==> src/rtl/lsu_pkg.sv <==
`default_nettype none
// ----------------------------------------------------------------------------
// lsu_pkg : access sizes, FSM states and lane constants for lsu_bus_master
// Revision: 1.0
// ----------------------------------------------------------------------------
package lsu_pkg;

  typedef enum logic [1:0] {
    BYTE     = 2'd0,
    HALF     = 2'd1,
    WORD     = 2'd2,
    SIZE_ILL = 2'd3
  } size_e;

  typedef enum logic [2:0] {
    IDLE    = 3'd0,
    WR      = 3'd1,
    RD      = 3'd2,
    RD_WAIT = 3'd3,
    RMW_WR  = 3'd4,
    RESP    = 3'd5
  } lsu_state_e;

  localparam int LSU_TIMEOUT_DEF = 16;

  localparam logic [3:0] LANE_BYTE = 4'b0001;
  localparam logic [3:0] LANE_HALF = 4'b0011;
  localparam logic [3:0] LANE_WORD = 4'b1111;

  function automatic logic [31:0] lanes_to_bits(input logic [3:0] lanes);
    return {{8{lanes[3]}}, {8{lanes[2]}}, {8{lanes[1]}}, {8{lanes[0]}}};
  endfunction

endpackage
`default_nettype wire

==> src/rtl/lsu_lane_align.sv <==
`default_nettype none
// ----------------------------------------------------------------------------
// lsu_lane_align : byte-lane strobes, store replication, load extract and RMW merge
// Revision: 1.0
// ----------------------------------------------------------------------------
module lsu_lane_align
  import lsu_pkg::*;
(
  input  size_e       size,
  input  logic [1:0]  offset,
  input  logic        sgn,
  input  logic [31:0] wdata,
  input  logic [31:0] rdata,
  output logic [3:0]  strobe,
  output logic [31:0] wdata_rep,
  output logic [31:0] load_data,
  output logic [31:0] merged
);

  logic [31:0] shifted;

  always_comb begin
    shifted   = rdata >> {offset, 3'b000};
    strobe    = LANE_WORD;
    wdata_rep = wdata;
    load_data = shifted;
    case (size)
      BYTE: begin
        strobe    = LANE_BYTE << offset;
        wdata_rep = {4{wdata[7:0]}};
        load_data = {{24{sgn & shifted[7]}}, shifted[7:0]};
      end
      HALF: begin
        strobe    = LANE_HALF << offset;
        wdata_rep = {2{wdata[15:0]}};
        load_data = {{16{sgn & shifted[15]}}, shifted[15:0]};
      end
      default: ;
    endcase
    // new lanes come from the replicated store data, the rest from the read word
    merged = (rdata & ~lanes_to_bits(strobe)) | (wdata_rep & lanes_to_bits(strobe));
  end

endmodule
`default_nettype wire

==> src/rtl/lsu_bus_master.sv <==
`default_nettype none
// ----------------------------------------------------------------------------
// lsu_bus_master : single-outstanding load/store initiator on the ic0 data bus
// Option macro LSU_RMW_EN: sub-word stores run as read-modify-write.
// Revision: 1.0
// ----------------------------------------------------------------------------
module lsu_bus_master
  import lsu_pkg::*;
#(
  parameter int TIMEOUT = LSU_TIMEOUT_DEF
) (
  input  logic        clk,
  input  logic        rst_n,
  input  logic        req_valid,
  output logic        req_ready,
  input  logic        req_we,
  input  logic [1:0]  req_size,
  input  logic        req_signed,
  input  logic [31:0] req_addr,
  input  logic [31:0] req_wdata,
  output logic        rsp_valid,
  output logic [31:0] rsp_rdata,
  output logic        rsp_err,
  output logic        ic0_c_axi_mst_wr_valid,
  output logic        ic0_c_axi_mst_rd_valid,
  output logic [31:0] ic0_axi_mst_wr_addr,
  output logic [31:0] ic0_axi_mst_rd_addr,
  output logic [31:0] ic0_axi_mst_wr_data,
  output logic [3:0]  ic0_axi_mst_wr_strobe,
  input  logic        ic0_c_axi_slv_rd_ready_1,
  input  logic [31:0] ic0_axi_slv_rd_data_1
);

  localparam int CNT_W = $clog2(TIMEOUT + 1);
`ifdef LSU_RMW_EN
  localparam bit RMW_EN = 1'b1;
`else
  localparam bit RMW_EN = 1'b0;
`endif

  lsu_state_e       state_q, state_d;
  logic [CNT_W-1:0] cnt_q, cnt_d;
  logic             we_q, we_d;
  size_e            size_q, size_d;
  logic             sgn_q, sgn_d;
  logic [1:0]       off_q, off_d;
  logic [31:0]      wdata_q, wdata_d;

  logic             req_ready_q, req_ready_d;
  logic             rsp_valid_q, rsp_valid_d;
  logic [31:0]      rsp_rdata_q, rsp_rdata_d;
  logic             rsp_err_q, rsp_err_d;
  logic             wr_valid_q, wr_valid_d;
  logic             rd_valid_q, rd_valid_d;
  logic [31:0]      wr_addr_q, wr_addr_d;
  logic [31:0]      rd_addr_q, rd_addr_d;
  logic [31:0]      wr_data_q, wr_data_d;
  logic [3:0]       wr_strobe_q, wr_strobe_d;

  size_e            size_in;
  logic             idle;
  logic             req_bad;
  size_e            al_size;
  logic [1:0]       al_off;
  logic             al_sgn;
  logic [31:0]      al_wdata;
  logic [3:0]       al_strobe;
  logic [31:0]      al_wdata_rep;
  logic [31:0]      al_load;
  logic [31:0]      al_merged;

  assign size_in = size_e'(req_size);
  assign idle    = (state_q == IDLE);

  // the aligner sees the live request in IDLE and the captured one afterwards
  assign al_size  = idle ? size_in        : size_q;
  assign al_off   = idle ? req_addr[1:0]  : off_q;
  assign al_sgn   = idle ? req_signed     : sgn_q;
  assign al_wdata = idle ? req_wdata      : wdata_q;

  lsu_lane_align u_align (
    .size      (al_size),
    .offset    (al_off),
    .sgn       (al_sgn),
    .wdata     (al_wdata),
    .rdata     (ic0_axi_slv_rd_data_1),
    .strobe    (al_strobe),
    .wdata_rep (al_wdata_rep),
    .load_data (al_load),
    .merged    (al_merged)
  );

  always_comb begin
    req_bad = 1'b0;
    case (size_in)
      HALF:     req_bad = req_addr[0];
      WORD:     req_bad = |req_addr[1:0];
      SIZE_ILL: req_bad = 1'b1;
      default:  ;
    endcase
  end

  always_comb begin
    state_d     = state_q;
    cnt_d       = cnt_q;
    we_d        = we_q;
    size_d      = size_q;
    sgn_d       = sgn_q;
    off_d       = off_q;
    wdata_d     = wdata_q;
    req_ready_d = req_ready_q;
    rsp_valid_d = 1'b0;
    rsp_rdata_d = '0;
    rsp_err_d   = 1'b0;
    wr_valid_d  = 1'b0;
    rd_valid_d  = 1'b0;
    wr_addr_d   = wr_addr_q;
    rd_addr_d   = rd_addr_q;
    wr_data_d   = wr_data_q;
    wr_strobe_d = wr_strobe_q;
    case (state_q)
      IDLE: begin
        if (req_valid && req_ready_q) begin
          we_d        = req_we;
          size_d      = size_in;
          sgn_d       = req_signed;
          off_d       = req_addr[1:0];
          wdata_d     = req_wdata;
          req_ready_d = 1'b0;
          if (req_bad) begin
            state_d     = RESP;
            rsp_valid_d = 1'b1;
            rsp_err_d   = 1'b1;
          end else if (req_we && !(RMW_EN && size_in != WORD)) begin
            state_d     = WR;
            wr_valid_d  = 1'b1;
            wr_addr_d   = {2'b00, req_addr[31:2]};
            wr_data_d   = al_wdata_rep;
            wr_strobe_d = al_strobe;
          end else begin
            state_d    = RD;
            rd_valid_d = 1'b1;
            rd_addr_d  = {2'b00, req_addr[31:2]};
          end
        end
      end
      WR, RMW_WR: begin
        state_d     = RESP;
        rsp_valid_d = 1'b1;
      end
      RD: begin
        state_d = RD_WAIT;
        cnt_d   = '0;
      end
      RD_WAIT: begin
        if (ic0_c_axi_slv_rd_ready_1) begin
          if (we_q) begin
            state_d     = RMW_WR;
            wr_valid_d  = 1'b1;
            wr_addr_d   = rd_addr_q;
            wr_data_d   = al_merged;
            wr_strobe_d = LANE_WORD;
          end else begin
            state_d     = RESP;
            rsp_valid_d = 1'b1;
            rsp_rdata_d = al_load;
          end
        end else if (cnt_q == CNT_W'(TIMEOUT)) begin
          state_d     = RESP;
          rsp_valid_d = 1'b1;
          rsp_err_d   = 1'b1;
        end else begin
          cnt_d = cnt_q + 1'b1;
        end
      end
      RESP: begin
        state_d     = IDLE;
        req_ready_d = 1'b1;
      end
      default: state_d = IDLE;
    endcase
  end

  always_ff @(posedge clk or negedge rst_n) begin
    if (!rst_n) begin
      state_q     <= IDLE;
      cnt_q       <= '0;
      we_q        <= 1'b0;
      size_q      <= BYTE;
      sgn_q       <= 1'b0;
      off_q       <= 2'b00;
      wdata_q     <= '0;
      req_ready_q <= 1'b1;
      rsp_valid_q <= 1'b0;
      rsp_rdata_q <= '0;
      rsp_err_q   <= 1'b0;
      wr_valid_q  <= 1'b0;
      rd_valid_q  <= 1'b0;
      wr_addr_q   <= '0;
      rd_addr_q   <= '0;
      wr_data_q   <= '0;
      wr_strobe_q <= '0;
    end else begin
      state_q     <= state_d;
      cnt_q       <= cnt_d;
      we_q        <= we_d;
      size_q      <= size_d;
      sgn_q       <= sgn_d;
      off_q       <= off_d;
      wdata_q     <= wdata_d;
      req_ready_q <= req_ready_d;
      rsp_valid_q <= rsp_valid_d;
      rsp_rdata_q <= rsp_rdata_d;
      rsp_err_q   <= rsp_err_d;
      wr_valid_q  <= wr_valid_d;
      rd_valid_q  <= rd_valid_d;
      wr_addr_q   <= wr_addr_d;
      rd_addr_q   <= rd_addr_d;
      wr_data_q   <= wr_data_d;
      wr_strobe_q <= wr_strobe_d;
    end
  end

  assign req_ready              = req_ready_q;
  assign rsp_valid              = rsp_valid_q;
  assign rsp_rdata              = rsp_rdata_q;
  assign rsp_err                = rsp_err_q;
  assign ic0_c_axi_mst_wr_valid = wr_valid_q;
  assign ic0_c_axi_mst_rd_valid = rd_valid_q;
  assign ic0_axi_mst_wr_addr    = wr_addr_q;
  assign ic0_axi_mst_rd_addr    = rd_addr_q;
  assign ic0_axi_mst_wr_data    = wr_data_q;
  assign ic0_axi_mst_wr_strobe  = wr_strobe_q;

endmodule
`default_nettype wire

==> config.mk <==
export PLATFORM = sky130hd
export DESIGN_NAME = lsu_bus_master
export DESIGN_NICKNAME = d
export VERILOG_FILES = /design/src/rtl/lsu_pkg.sv /design/src/rtl/lsu_lane_align.sv /design/src/rtl/lsu_bus_master.sv
export SDC_FILE = /design/constraint.sdc
export NUM_CORES = 1
export LEC_CHECK = 0
export CAP_MARGIN = 20
export CORE_AREA = 2 2 188 98
export CTS_CLUSTER_SIZE = 12
export DETAILED_ROUTE_END_ITERATION = 10
export DIE_AREA = 0 0 190 100
export PLACE_DENSITY_LB_ADDON = 0.05
export REMOVE_ABC_BUFFERS = 1
export SETUP_SLACK_MARGIN = 0.2
export SYNTH_ARGS = -nofsm -noshare
export SYNTH_HDL_FRONTEND = slang
export SYNTH_SLANG_ARGS = --single-unit
==> constraint.sdc <==
create_clock -name clk -period 4.3 [get_ports clk]
set_input_delay 0.645 -clock clk [delete_from_list [all_inputs] [get_ports clk]]
set_output_delay 0.645 -clock clk [all_outputs]
set_load 0.005 [all_outputs]
==> run_summary.xml, run 1 <==
<?xml version="1.0" encoding="UTF-8"?>
<metrics>
  <group name="power_and_ir_drop">
    <metric name="pwr_density_cell" unit="nW/um2">291.8</metric>
    <metric name="max-vdd-ir-drop" unit="mV">0.3107</metric>
    <metric name="p_leak" unit="nW">5.505</metric>
  </group>
  <group name="synthesis">
    <metric name="synth_edf_count" unit="">0</metric>
    <metric name="synthesis.area_per_instance" unit="um2">10.17</metric>
    <metric name="synth_ff_type" unit="">dfrtp_1</metric>
    <metric name="synth.distinct_cells" unit="">51</metric>
    <metric name="synth.ff_latch_count" unit="">179</metric>
    <metric name="synth_warnings" unit="">0</metric>
    <metric name="syn-instance-count" unit="">891</metric>
    <metric name="yosysSeqAreaShare" unit="%">49.45</metric>
    <metric name="asyncSetResetFlopFracSynth" unit="%">100.0</metric>
    <metric name="netlist_area" unit="um2">9061</metric>
  </group>
  <group name="timing">
    <metric name="final_critical_delay_including_setup_and_external_delays" unit="ns">3.134</metric>
    <metric name="finalHoldViolations" unit="">0</metric>
    <metric name="max_clock_freq" unit="GHz">0.3191</metric>
    <metric name="timing.slew.headroom" unit="%">35.58</metric>
    <metric name="worst-slew-pin-transition" unit="ns">0.9394</metric>
    <metric name="hold-worst-slack" unit="ns">0.2873</metric>
    <metric name="timing_max_transition_violations_final" unit="">0</metric>
    <metric name="fin_worst_skew" unit="ns">0.01167</metric>
    <metric name="rsz0062_at_grt" unit="">false</metric>
    <metric name="final.period_utilization" unit="%">72.89</metric>
    <metric name="finalSetupViolations" unit="">0</metric>
  </group>
  <group name="finish">
    <metric name="most_common_cell_after_layout_fill_and_taps_aside" unit="">clkdlybuf4s50_1</metric>
    <metric name="mostFrequentLayoutCells" unit="">clkdlybuf4s50_1, dfrtp_1, nand2_1</metric>
    <metric name="drive_gt1_share" unit="%">13.31</metric>
    <metric name="nets" unit="">1207</metric>
    <metric name="post_layout_nonfiller_instances" unit="">1352</metric>
    <metric name="antenna_cells_inserted" unit="">0</metric>
    <metric name="fillerInstances" unit="">1396</metric>
    <metric name="final_cell_area" unit="um2">12190</metric>
    <metric name="layout-area-overhead-vs-synth" unit="%">34.52</metric>
  </group>
  <group name="clock_network">
    <metric name="postCtsSetupBuffers" unit="">0</metric>
    <metric name="cts_made_buffers" unit="">17</metric>
    <metric name="htree_levels" unit="">4</metric>
    <metric name="clock_tree_from_tritoncts" unit="">done</metric>
    <metric name="clk_latency" unit="ns">0.43</metric>
    <metric name="postCtsResizedCells" unit="">0</metric>
    <metric name="cts.hold.buffers_added" unit="">0</metric>
    <metric name="clk_pin_slew_worst_paths" unit="ns">0.06</metric>
    <metric name="clock_path_buffers" unit="">2</metric>
    <metric name="clock-root-buffer" unit="">clkbuf_16</metric>
    <metric name="clock_sinks" unit="">179</metric>
  </group>
  <group name="placement">
    <metric name="place_area" unit="um2">11610</metric>
    <metric name="final_weighted_congestion_of_routability_driven_global_placement" unit="">0.8639</metric>
    <metric name="numPlacedInstances" unit="">1322</metric>
    <metric name="placement.io_buffers" unit="">236</metric>
    <metric name="half_perimeter_wire_length_of_the_detailed_placement_result" unit="mm">19.58</metric>
  </group>
  <group name="grt">
    <metric name="grt_antenna_before_repair" unit="">1</metric>
    <metric name="vias_in_the_first_global_route" unit="">7344</metric>
    <metric name="grt_pass1_wl" unit="mm">42.61</metric>
    <metric name="track_usage" unit="%">29.29</metric>
    <metric name="globalRoute.totalOverflow" unit="">0</metric>
    <metric name="pin_count_of_the_biggest_net_entering_global_routing" unit="">96</metric>
  </group>
  <group name="flow_run">
    <metric name="max_cap_violations" unit="">0</metric>
  </group>
  <group name="route">
    <metric name="detailedRoute.firstPassIterationCount" unit="">5</metric>
    <metric name="wl_per_cell" unit="um">20.12</metric>
    <metric name="antenna_violating_nets_post_route" unit="">0</metric>
    <metric name="wl_met1" unit="mm">13.48</metric>
    <metric name="route.top_layer_used" unit="">met4</metric>
    <metric name="number_of_vias_per_cell_after_detailed_routing" unit="">5.715</metric>
    <metric name="wirelength" unit="mm">27.20</metric>
    <metric name="drt_iter0_drc" unit="">723</metric>
    <metric name="routed-wl-met3" unit="mm">2.547</metric>
    <metric name="vias" unit="">7727</metric>
    <metric name="met2_length" unit="mm">10.88</metric>
    <metric name="post-route-drc-count" unit="">0</metric>
  </group>
  <group name="floorplan">
    <metric name="die_x" unit="um">190</metric>
    <metric name="floorplan.initialDensity" unit="%">51.34</metric>
    <metric name="floorplan.die.height" unit="um">100</metric>
    <metric name="std_cell_rows" unit="">35</metric>
    <metric name="num_io_pins" unit="">241</metric>
    <metric name="die_area" unit="um2">19000</metric>
    <metric name="core_area" unit="um2">17650</metric>
  </group>
  <group name="worst_setup_path">
    <metric name="critPathArrivalTime" unit="ns">3.43</metric>
    <metric name="crit_path_end_kind" unit="">flip-flop</metric>
    <metric name="worstPathRequired" unit="ns">4.60</metric>
    <metric name="worst_setup_path_start_kind" unit="">flip-flop</metric>
    <metric name="critical_path_peak_fanout" unit="">30</metric>
    <metric name="setup.worst_path.class" unit="">reg2reg</metric>
  </group>
  <group name="hold_path">
    <metric name="hold_class" unit="">in2async</metric>
  </group>
  <group name="status">
    <metric name="run_status" unit="">completed</metric>
  </group>
</metrics>
==> cell families after synthesis <==
| logic type | Yosys count | synth area share, % |
|---|---|---|
| muxes | 162 | 19.66 |
| DFF | 179 | 49.45 |
| AOI/OAI and AO/OA | 190 | 12.86 |
| other | 1 | 0.04139 |
| and+or+nand+nor | 282 | 13.70 |
| adders and majority gates | 2 | 0.2761 |
| buffers and inverters | 74 | 3.921 |
| xor gates and xnor gates | 1 | 0.09668 |
==> registers in the layout (all words and copies together) (netlist names) <==
signal,cells
rsp_rdata,32
state_q,3
rsp_valid,1
ic0_axi_mst_wr_strobe,4
cnt_q,5
req_ready,1
ic0_c_axi_mst_rd_valid,1
ic0_axi_mst_wr_addr,30
rsp_err,1
size_q,2
we_q,1
wdata_q,32
ic0_c_axi_mst_wr_valid,1
off_q,2
ic0_axi_mst_wr_data,32
ic0_axi_mst_rd_addr,30
sgn_q,1
==> routing by layer <==
metal | GRT usage [%] | up-vias
li1 | - | 3590
met1 | 47.43 | 3762
met2 | 38.29 | 351
met3 | 7.867 | 24
met4 | 6.440 | 0
met5 | 0 | -
==> per-stage QoR <==
stage | setup slack [ns] | setup TNS, ns | utilization (%) | power, mW
global placement | 0.9405 | 0 | 65.77 | 2.022
detailed placement | 0.9106 | 0 | 65.77 | 2.023
global route | 1.020 | 0 | 69.07 | 3.666
CTS | 1.208 | 0 | 69.07 | 3.569
floorplan | -0.9433 | -66.01 | - | 1.818
finish | 1.166 | 0 | 69.07 | 3.557
==> final timing paths <==
kind / start / endpoint / slack, ns / cells past startpoint
hold reg to reg: ic0_axi_mst_wr_data[22] / ic0_axi_mst_wr_data[22] / 0.48 / 2
setup / recovery: state_q[0] / ic0_axi_mst_wr_data[3] / 1.17 / 5
hold / removal: rst_n / rsp_rdata[31] / 0.29 / 1
min in group clk: ic0_axi_mst_wr_data[22] / ic0_axi_mst_wr_data[22] / 0.48 / 2
max in group asynchronous: rst_n / ic0_axi_mst_wr_addr[26] / 3.07 / 2
setup reg to reg: state_q[0] / ic0_axi_mst_wr_data[3] / 1.17 / 5
==> Yosys cell counts (all sizes together), types with 17 or more instances <==
master / instances / area [um2]
o21ai: 59 / 314.0
buf: 31 / 193.9
clkbuf: 38 / 142.6
a21oi: 41 / 205.2
nor2: 61 / 236.5
mux2: 79 / 897.1
a211oi: 29 / 217.7
nand2: 147 / 551.8
dfrtp: 178 / 4454
and3: 17 / 106.4
a31oi: 37 / 231.5
mux2i: 81 / 839.6
==> worst max-delay path, stage by stage, from the launching register on <==
cell     delay [ns]
dfrtp_1        0.53
or3_2          0.89
mux2_2         0.57
o21ai_2        0.63
and3_1         0.27
o21ai_0        0.10
==> final cells by class <==
cell class,instances,area (um2),share of cell area (%)
multi-input combinational,641,4262,34.96
inverter,5,18.77,0.1540
tap,240,300.3,2.464
timing repair buffer,257,2546,20.89
sequential,179,4481,36.76
clock buffer,19,452.9,3.716
clock inverter,11,128.9,1.057
==> power breakdown <==
| part | total (mW) | switching, mW | leakage, nW | internal, mW |
|---|---|---|---|---|
| Clock | 1.56 | 0.676 | 0.282 | 0.886 |
| Sequential | 1.68 | 0 | 2.49 | 1.68 |
| Combinational | 0.312 | 0.164 | 2.73 | 0.148 |
Power figures use the tool's default switching activity.
==> run 2: changes to the inputs <==
Settings changed: CORE_AREA 2 2 188 98 to 2 2 196 102, DIE_AREA 0 0 190 100 to 0 0 198 104.
Clock period 4.3 ns to 3 ns, I/O delays scaled along.
==> run_summary.xml, run 2 (synthesis results as in run 1) <==
<?xml version="1.0" encoding="UTF-8"?>
<metrics>
  <group name="status">
    <metric name="run_status" unit="">completed</metric>
  </group>
  <group name="worst_setup_path">
    <metric name="cpLargestDelayFamily" unit="">simple AND/OR/NAND/NOR gates</metric>
    <metric name="path_buf_inv" unit="">0</metric>
    <metric name="regToRegEndpoint" unit="">ic0_axi_mst_wr_data[12]</metric>
    <metric name="path_depth" unit="">5</metric>
    <metric name="crit_path_end_kind" unit="">flip-flop</metric>
    <metric name="rr_startpoint" unit="">state_q[1]</metric>
    <metric name="startpoint" unit="">state_q[1]</metric>
    <metric name="timing.critical_path.slowest_stage_cell" unit="">or3_2</metric>
    <metric name="max_stage_delay" unit="ns">0.76</metric>
    <metric name="worstPathRequired" unit="ns">3.29</metric>
    <metric name="setup.worst_path.class" unit="">reg2reg</metric>
    <metric name="worst_setup_path_end" unit="">ic0_axi_mst_wr_data[12]</metric>
    <metric name="critPathArrivalTime" unit="ns">2.89</metric>
    <metric name="critical_path.cell_chain" unit="">or3_2, mux2_2, o21ai_4, mux2i_1, o21ai_0</metric>
    <metric name="worst_setup_path_start_kind" unit="">flip-flop</metric>
    <metric name="reg2reg_slack" unit="ns">0.40</metric>
    <metric name="critical_path_peak_fanout" unit="">17</metric>
    <metric name="rr_worst_depth" unit="">5</metric>
  </group>
  <group name="grt">
    <metric name="pin_count_of_the_biggest_net_entering_global_routing" unit="">59</metric>
    <metric name="grt_util_met3" unit="%">5.966</metric>
    <metric name="grt_util_met2" unit="%">37.98</metric>
    <metric name="grt_busiest_layer" unit="">met1</metric>
    <metric name="grt_antenna_before_repair" unit="">1</metric>
    <metric name="vias_in_the_first_global_route" unit="">7455</metric>
    <metric name="grt_pass1_wl" unit="mm">43.68</metric>
    <metric name="globalRoute.totalOverflow" unit="">0</metric>
    <metric name="grtUsageMet1" unit="%">44.74</metric>
    <metric name="track_usage" unit="%">27.74</metric>
  </group>
  <group name="finish">
    <metric name="ff_latch_area" unit="um2">4481</metric>
    <metric name="antenna_cells_inserted" unit="">0</metric>
    <metric name="final_cell_area" unit="um2">12400</metric>
    <metric name="multi_input_comb_area" unit="um2">4262</metric>
    <metric name="nets" unit="">1228</metric>
    <metric name="drive_gt1_share" unit="%">14.83</metric>
    <metric name="layout-area-overhead-vs-synth" unit="%">36.87</metric>
    <metric name="fillerInstances" unit="">1535</metric>
    <metric name="mostFrequentLayoutCells" unit="">clkdlybuf4s50_1, dfrtp_1, nand2_1</metric>
    <metric name="post_layout_nonfiller_instances" unit="">1399</metric>
    <metric name="most_common_cell_after_layout_fill_and_taps_aside" unit="">clkdlybuf4s50_1</metric>
  </group>
  <group name="clock_network">
    <metric name="clock-root-buffer" unit="">clkbuf_16</metric>
    <metric name="clock_sinks" unit="">179</metric>
    <metric name="cts.hold.buffers_added" unit="">1</metric>
    <metric name="htree_levels" unit="">4</metric>
    <metric name="postCtsResizedCells" unit="">0</metric>
    <metric name="clock_path_buffers" unit="">2</metric>
    <metric name="clk_latency" unit="ns">0.43</metric>
    <metric name="postCtsSetupBuffers" unit="">0</metric>
    <metric name="clk_pin_slew_worst_paths" unit="ns">0.07</metric>
    <metric name="clock_tree_from_tritoncts" unit="">done</metric>
    <metric name="cts_made_buffers" unit="">17</metric>
  </group>
  <group name="floorplan">
    <metric name="floorplan.initialDensity" unit="%">47.78</metric>
    <metric name="std_cell_rows" unit="">36</metric>
    <metric name="floorplan.die.height" unit="um">104</metric>
    <metric name="die_x" unit="um">198</metric>
    <metric name="die_area" unit="um2">20590</metric>
    <metric name="num_io_pins" unit="">241</metric>
    <metric name="core_area" unit="um2">18960</metric>
  </group>
  <group name="hold_path">
    <metric name="hold_class" unit="">reg2reg</metric>
  </group>
  <group name="route">
    <metric name="number_of_vias_per_cell_after_detailed_routing" unit="">5.550</metric>
    <metric name="post-route-drc-count" unit="">0</metric>
    <metric name="antenna_violating_nets_post_route" unit="">0</metric>
    <metric name="wirelength" unit="mm">27.94</metric>
    <metric name="detailedRoute.firstPassIterationCount" unit="">5</metric>
    <metric name="drt_iter0_drc" unit="">618</metric>
    <metric name="vias" unit="">7764</metric>
    <metric name="wl_per_cell" unit="um">19.97</metric>
  </group>
  <group name="timing">
    <metric name="finalHoldViolations" unit="">0</metric>
    <metric name="fin_worst_skew" unit="ns">0.01095</metric>
    <metric name="finalSetupViolations" unit="">0</metric>
    <metric name="worst-slew-pin-transition" unit="ns">1.105</metric>
    <metric name="final_critical_delay_including_setup_and_external_delays" unit="ns">2.598</metric>
    <metric name="rsz0062_at_grt" unit="">false</metric>
    <metric name="final.period_utilization" unit="%">86.61</metric>
    <metric name="setup_ws" unit="ns">0.4016</metric>
    <metric name="setup_total_negative_slack" unit="ns">0</metric>
    <metric name="max_clock_freq" unit="GHz">0.3849</metric>
    <metric name="timing.slew.headroom" unit="%">26.06</metric>
    <metric name="timing_max_transition_violations_final" unit="">0</metric>
  </group>
  <group name="power_and_ir_drop">
    <metric name="max-vdd-ir-drop" unit="mV">0.4127</metric>
    <metric name="p_leak" unit="nW">5.613</metric>
    <metric name="fin_total_pwr" unit="mW">5.027</metric>
    <metric name="pwr_density_cell" unit="nW/um2">405.3</metric>
  </group>
  <group name="placement">
    <metric name="half_perimeter_wire_length_of_the_detailed_placement_result" unit="mm">20.54</metric>
    <metric name="post-place-ws" unit="ns">0.2527</metric>
    <metric name="place_area" unit="um2">11840</metric>
    <metric name="final_weighted_congestion_of_routability_driven_global_placement" unit="">0.8821</metric>
    <metric name="placement.io_buffers" unit="">236</metric>
    <metric name="numPlacedInstances" unit="">1368</metric>
  </group>
  <group name="flow_run">
    <metric name="max_cap_violations" unit="">0</metric>
  </group>
</metrics>
-- run 2: metal layers --
metal	share of wire [%]	vias up
met5	0.047	-
met4	0.52	2
met3	7.4	18
met2	41	293
met1	51	3838
li1	-	3613
-- run 2: cell type report --
type                       count  share of cell area, %
clock buffer                  17                  3.430
clock inverter                13                  1.019
inverter                       5                 0.1513
multi-input combinational    641                  34.36
sequential                   179                  36.13
tap                          266                  2.684
timing repair buffer         278                  22.23
-- run 2: metrics by stage --
stage | hold WS [ns] | util, %
after global routing | 0.5160 | 65.40
after global placement | 0.4621 | 62.44
final | 0.4837 | 65.40
after CTS | 0.4905 | 65.40
after floorplan | 0.1544 | -
after detailed placement | 0.4633 | 62.44
-- run 2: where the power goes --
group	switching [mW]	internal, mW
clock	1.00	1.15
combinational	0.237	0.224
sequential	0	2.41
-- run 2: worst min path at each step --
| stage | startpoint | endpoint | cells past startpoint |
|---|---|---|---|
| after CTS | ic0_axi_mst_wr_data[16] | ic0_axi_mst_wr_data[16] | 2 |
| after global routing | ic0_axi_mst_wr_data[16] | ic0_axi_mst_wr_data[16] | 2 |
| after detailed placement | rst_n | ic0_axi_mst_wr_data[19] | 1 |
| after floorplan | rst_n | cnt_q[0] | 0 |
| after global placement | rst_n | ic0_axi_mst_wr_data[19] | 1 |
| final | ic0_axi_mst_wr_data[16] | ic0_axi_mst_wr_data[16] | 2 |
-- run 2: worst min-delay path, stage by stage, from the launching register on --
cell	delay (ns)
dfrtp_1	0.35
nand2_1	0.04
o21ai_0	0.06
==> run 3: changes to the inputs <==
Settings changed: TNS_END_PERCENT set to 30.
==> results of run 3 <==
The final DEF is identical to that of run 2; final timing and power are the same.
